**config.mk**
```make
export PLATFORM = sky130hd
export DESIGN_NAME = switch_debounce
export DESIGN_NICKNAME = d
export VERILOG_FILES = /design/src/rtl/sw_pkg.sv /design/src/rtl/debounce_bit.sv /design/src/rtl/switch_debounce.sv
export SDC_FILE = /design/constraint.sdc
export NUM_CORES = 1
export LEC_CHECK = 0
export ABC_CLOCK_PERIOD_IN_PS = 2600
export CORE_MARGIN = 4
export CORE_UTILIZATION = 60
export DETAILED_ROUTE_END_ITERATION = 8
export PLACE_DENSITY = 0.81
export SYNTH_ARGS = -nofsm -noshare
export SYNTH_HDL_FRONTEND = slang
export SYNTH_HIERARCHICAL = 1
export SYNTH_SLANG_ARGS = --single-unit
export TNS_END_PERCENT = 20
```
**constraint.sdc**
```tcl
create_clock -name clk -period 2.6 [get_ports clk]
set_clock_uncertainty 0.1 [all_clocks]
set_input_delay 0.39 -clock clk [delete_from_list [all_inputs] [get_ports clk]]
set_output_delay 0.39 -clock clk [all_outputs]
set_load 0.01 [all_outputs]
```
**src/rtl/sw_pkg.sv**
```systemverilog
// Shared constants for the switch conditioning path.
// The counter-width helper keeps the per-bit counter legal for the smallest CNT_MAX.
package sw_pkg;

   localparam int SW_WIDTH             = 16;
   localparam int DEBOUNCE_CNT_DEFAULT = 1_000_000;
   localparam int SYNC_STAGES_DEFAULT  = 2;

   function automatic int cnt_width(input int cnt_max);
      return (cnt_max < 2) ? 1 : $clog2(cnt_max);
   endfunction

endpackage

```
**src/rtl/debounce_bit.sv**
```systemverilog
// One switch bit: synchroniser chain, stability counter, clean level and edge pulses.
// 'update' flags the edge on which the clean level will change, so the parent can register an aggregate alongside the pulses.
module debounce_bit
   import sw_pkg::*;
#(
   parameter int CNT_MAX     = DEBOUNCE_CNT_DEFAULT,
   parameter int SYNC_STAGES = SYNC_STAGES_DEFAULT
) (
   input  logic clk,
   input  logic rst,
   input  logic raw,
   output logic clean,
   output logic rise,
   output logic fall,
   output logic update
);

   localparam int              CW       = cnt_width(CNT_MAX);
   localparam logic [CW-1:0]   CNT_LAST = CW'(CNT_MAX - 1);

   logic [SYNC_STAGES-1:0] sync_reg;
   logic [CW-1:0]          cnt_reg;
   logic                   sync;

   assign sync   = sync_reg[SYNC_STAGES-1];
   assign update = (sync != clean) && (cnt_reg == CNT_LAST);

   always_ff @(posedge clk) begin
      if (rst) begin
         sync_reg <= '0;
      end else begin
         sync_reg <= {sync_reg[SYNC_STAGES-2:0], raw};
      end
   end

   // Any sample that agrees with the clean level restarts the count.
   always_ff @(posedge clk) begin
      if (rst) begin
         cnt_reg <= '0;
         clean   <= 1'b0;
         rise    <= 1'b0;
         fall    <= 1'b0;
      end else begin
         rise <= 1'b0;
         fall <= 1'b0;
         if (sync == clean) begin
            cnt_reg <= '0;
         end else if (update) begin
            cnt_reg <= '0;
            clean   <= sync;
            rise    <= sync;
            fall    <= ~sync;
         end else begin
            cnt_reg <= cnt_reg + CW'(1);
         end
      end
   end

endmodule

```
**src/rtl/switch_debounce.sv**
```systemverilog
// Debounces the board slide switches into a clean word plus per-bit rise/fall pulses.
// sw_change is registered on the same edge as the pulses it summarises.
module switch_debounce
   import sw_pkg::*;
#(
   parameter int WIDTH       = SW_WIDTH,
   parameter int CNT_MAX     = DEBOUNCE_CNT_DEFAULT,
   parameter int SYNC_STAGES = SYNC_STAGES_DEFAULT
) (
   input  logic             clk,
   input  logic             rst,
   input  logic [WIDTH-1:0] sw_raw,
   output logic [WIDTH-1:0] sw_clean,
   output logic [WIDTH-1:0] sw_rise,
   output logic [WIDTH-1:0] sw_fall,
   output logic             sw_change
);

   logic [WIDTH-1:0] update;

   generate
      for (genvar gi = 0; gi < WIDTH; gi++) begin : g_bit
         debounce_bit #(
            .CNT_MAX     (CNT_MAX),
            .SYNC_STAGES (SYNC_STAGES)
         ) u_bit (
            .clk    (clk),
            .rst    (rst),
            .raw    (sw_raw[gi]),
            .clean  (sw_clean[gi]),
            .rise   (sw_rise[gi]),
            .fall   (sw_fall[gi]),
            .update (update[gi])
         );
      end
   endgenerate

   always_ff @(posedge clk) begin
      if (rst) begin
         sw_change <= 1'b0;
      end else begin
         sw_change <= |update;
      end
   end

endmodule

```
Word level (Yosys, flattened, before mapping)

Index checks and enable logic that the tools add are counted.

Flip-flop bits (word level): 401
Logic and storage cells: 258

Add/sub/neg operators: 16
Equality and inequality tests: 48
Bitwise gates (word level): 48
Reductions and logical operators: 65

Operator list:

| operator              | count |
|---|---|
| $add 20x1->20 const B | 16 |
| $eq 20x20->1 const B  | 16 |
| $reduce_or 3->1       | 32 |
| $not 1->1             | 48 |
| $reduce_and 2->1      | 16 |
| $eq 1x1->1            | 16 |
| $logic_and 1x1->1     | 16 |
| $ne 1x1->1            | 16 |
| $reduce_or 16->1      | 1 |

Longest topological paths before layout

Depth after elaboration: 4
Gate-level depth with buffers: 7
Mapped depth without buffers: 7

Modules after synthesis

The synthesis kept the hierarchy.

By module, submodules not included:

| module                            | times used | cells each | area each (um2) |
|---|---|---|---|
| debounce_bit (g_bit[0].u_bit ...) | 15         | 118        | 1086.0 |
| debounce_bit (g_bit[9].u_bit)     | 1          | 121        | 1118.6 |
| switch_debounce                   | 1          | 6          | 53.8 |

Least setup slack after synthesis

Ideal clock, no wire load.

Kind: reg2reg
From: reg g_bit[6].u_bit.cnt_reg[0]
To: reg sw_change
Data arrival time: 1.935 ns
Data required time: 2.419 ns
Path slack: 0.485 ns
Stages on the path, launching flop included: 8
Path through: dfxtp_1 ha_1 nand3_4 or4_4 or3_1 inv_1 nor4_1 a41oi_1

Word-level cells in the longest chain between the ends: 3

Ends and longest elaborated chain:

| what                   | line                  | RTL |
|---|---|---|
| start, declared        | debounce_bit.sv:22    | `logic [CW-1:0] cnt_reg;` |
| start signal, assigned | debounce_bit.sv:54    | `cnt_reg <= cnt_reg + CW'(1);` |
| $eq 20x20->1           | debounce_bit.sv:26    | `assign update = (sync != clean) && (cnt_reg == CNT_LAST);` |
| $logic_and 1x1->1      | debounce_bit.sv:26    |  |
| named net update[6]    | switch_debounce.sv:19 | `logic [WIDTH-1:0] update;` |
| $reduce_or 16->1       | switch_debounce.sv:42 | `sw_change <= \|update;` |
| end signal, assigned   | switch_debounce.sv:42 |  |
| end, declared          | switch_debounce.sv:16 | `output logic sw_change` |

The timed path passes the listed nets, and every way through them passes these cells.
A chain may end at the register's enable or synchronous reset.

Worst setup path after layout

From: reg g_bit[1].u_bit.cnt_reg[0]
To: reg sw_change

Word-level cells in the longest chain between the ends: 3

Ends and longest elaborated chain:

| what                   | line |
|---|---|
| start, declared        | debounce_bit.sv:22 |
| start signal, assigned | debounce_bit.sv:54 |
| $eq 20x20->1           | debounce_bit.sv:26 |
| $logic_and 1x1->1      | debounce_bit.sv:26 |
| named net update[1]    | switch_debounce.sv:19 |
| $reduce_or 16->1       | switch_debounce.sv:42 |

The timed path passes the listed nets, and every way through them passes these cells.

==> metrics.txt <==
FP Rows 62; Slew headroom 53.1%; maximum vdd drop 489 uV; Synth Flop Type dfxtp_1; hold crit path type primary input to flop; CP required 2.94 ns; YS warnings 6; Async SR Flop Fraction 0%; Max Clk Rate between 400 and 500 MHz; Die X 179 um; CTS Root Cell clkbuf_16; Pwr Total 12.6 mW; Setup Fix Bufs, Post-CTS 0; Reg2Reg Depth 7; Clock Path Buffers 3; global-route wire length before repair slightly below 60 mm; routability congestion estimate 0.835; startpoint types flop; total of max-cap violations 0; dpl hpwl ~23 mm; 1st-iter DRT viols 809; Die ar. 31900 um^2; Synth area leaders dfxtp_1 (46%), xnor2_1 (8.2%), nor2_1 (6.5%); antenna violations before repair 0; post-synth cell types 45; Via density 5.68; leakage 6.03 nW; clk sink count roughly 400; vias 13.7k; Mapped Cells 1897; period utilization between 90% and 100%; Crit. End Element flop; share of post-route cells with drive strength above 1 approximately 8.3%; dominant cell type by area after synthesis dfxtp_1; Post-CTS Hold Buffers 0; Syn Area/Cell 9.21 um^2; outcome completed; total track usage between 20% and 30%; Antenna Cells 0; Placed Area roughly 19000 um^2; PwrDens 626 nW/um^2; endpoints failing setup 0; number of synthesized flops with an enable pin 0; vias in the first global route about 13k; largest net degree at the start of global routing 46; Nets 2037; total CTS buffers 42; Synth Cell Area 17500 um^2; Min-Delay Path Depth 2; Area growth syn-to-layout 15.2%; Routed WL between 30 and 40 mm; DIE HEIGHT 179 um; CTS tree yes; Sum Neg Setup Slack 0 ns; Slew Viols, Final 0; CP Max Fanout 9; Pre-antenna DRT Iters 5; register area share after synthesis a little under half; Synth top area share 46.0%; Crit path arrival time 2.82 ns; flops & latches, synth 401; Fin. Hold Viols 0; Initial Util 60.8%; cell area after layout approximately 20000 um^2; number of flip-flops in the largest register 320; post-cts sizing count 0; most frequent cells in the layout dfxtp_1 (401), nor2_1 (304), xnor2_1 (163), nand2_1 (109), nor3_1 (93); unrepaired setup endpoints after global routing false; final global-route overflow total 0; # IOs 67; H-tree Lvls 2; worst skew pair latency around 0.52 ns; setup slack after layout around 0.12 ns; Post-route DRC 0; Worst-path clk slew ~0.060 ns; Avg WL per Cell approximately 14 um; worst slack, placed 0.180 ns; most common cell after layout, fill and taps aside dfxtp_1; Period minus WS final 2.48 ns; syn nets 1931; Port Buffers 66; post-route ant nets 0; worst-margin pin slew 0.697 ns; area of the core between 20000 and 30000 um^2; CP Class flop to flop
synthesized netlist by cell type (2+ instances only):
cell type,number
nand3_4,15
and4b_1,15
nand4bb_1,15
nor4_1,38
ha_1,16
or3_1,32
xor2_1,92
buf_4,15
or4_1,33
inv_1,67
clkbuf_1,15
o41ai_1,15
nor2_1,304
a21oi_1,64
o21ai_0,17
dfxtp_1,401
nor3_1,93
nor2b_1,32
nand4_1,78
nand2b_1,2
or4_4,16
buf_2,2
o31ai_1,32
nor4b_1,30
and4_1,60
xnor2_1,163
nand3_1,81
o21ai_2,15
nand2_1,109
or4b_2,15
path summary, 6_finish.rpt:
path,from,end,slack (ns)
min reg2reg,g_bit[2].u_bit/sync_reg[0],g_bit[2].u_bit/sync_reg[1],0.34
min,rst,g_bit[3].u_bit/sync_reg[1],0.26
max reg2reg,g_bit[1].u_bit/cnt_reg[0],sw_change,0.12
max,g_bit[1].u_bit/cnt_reg[0],sw_change,0.12
stage by stage:
step / hold slack (ns) / util (%) / cells
after global placement: 0.318 / 64.9 / 2343
after global routing: 0.261 / 70.1 / 2418
after floorplan: 0.314 / - / 1897
after CTS: 0.233 / 70.1 / 2418
after detailed placement: 0.324 / 64.9 / 2343
final: 0.261 / 70.1 / 2418
logic make-up (layout without fill, tap and decap cells):
logic type	count (synthesis)	after routing	share of synthesized area, %
adders and majority gates	16	16	1.15
DFF	401	401	46.0
and+or+nand+nor	979	979	32.2
AOI/OAI and AO/OA	147	147	5.40
xor gates and xnor gates	255	255	12.8
buffers and inverters	99	236	2.46
worst max-delay path, stage by stage, from the launching register on:
cell     delay (ns)
dfxtp_1        0.40
ha_1           0.25
nand3_4        0.14
or4_4          0.58
or3_1          0.44
inv_1          0.15
nor4_1         0.12
a41oi_1        0.22
metal layers:
layer / GRT usage, % / share of wire [%] / wire, um / vias to the layer above
met2: 36.3 / 48 / 16300 / 234
li1: - / - / - / 6999
met3: 3.26 / 4.2 / 1440 / 56
met5: 0 / 0 / 0 / -
met4: 5.50 / 2.1 / 720 / 0
met1: 28.5 / 46 / 15800 / 6449
cell type report:
type	count	area (um^2)
well taps	384	480
fillers	2177	8590
multi-input cells	1397	9000
repair buffers	94	868
clock buffers	59	1270
inverters	67	251
clock inverters	16	210
flip-flops and latches	401	8030
power by group:
group | leakage, nW | switching (mW) | internal (mW)
Clock | 0.731 | 2.34 | 3.89
Sequential | 3.24 | 0.0240 | 6.18
Combinational | 2.06 | 0.0967 | 0.0686
(Power assumes the default switching activity.)
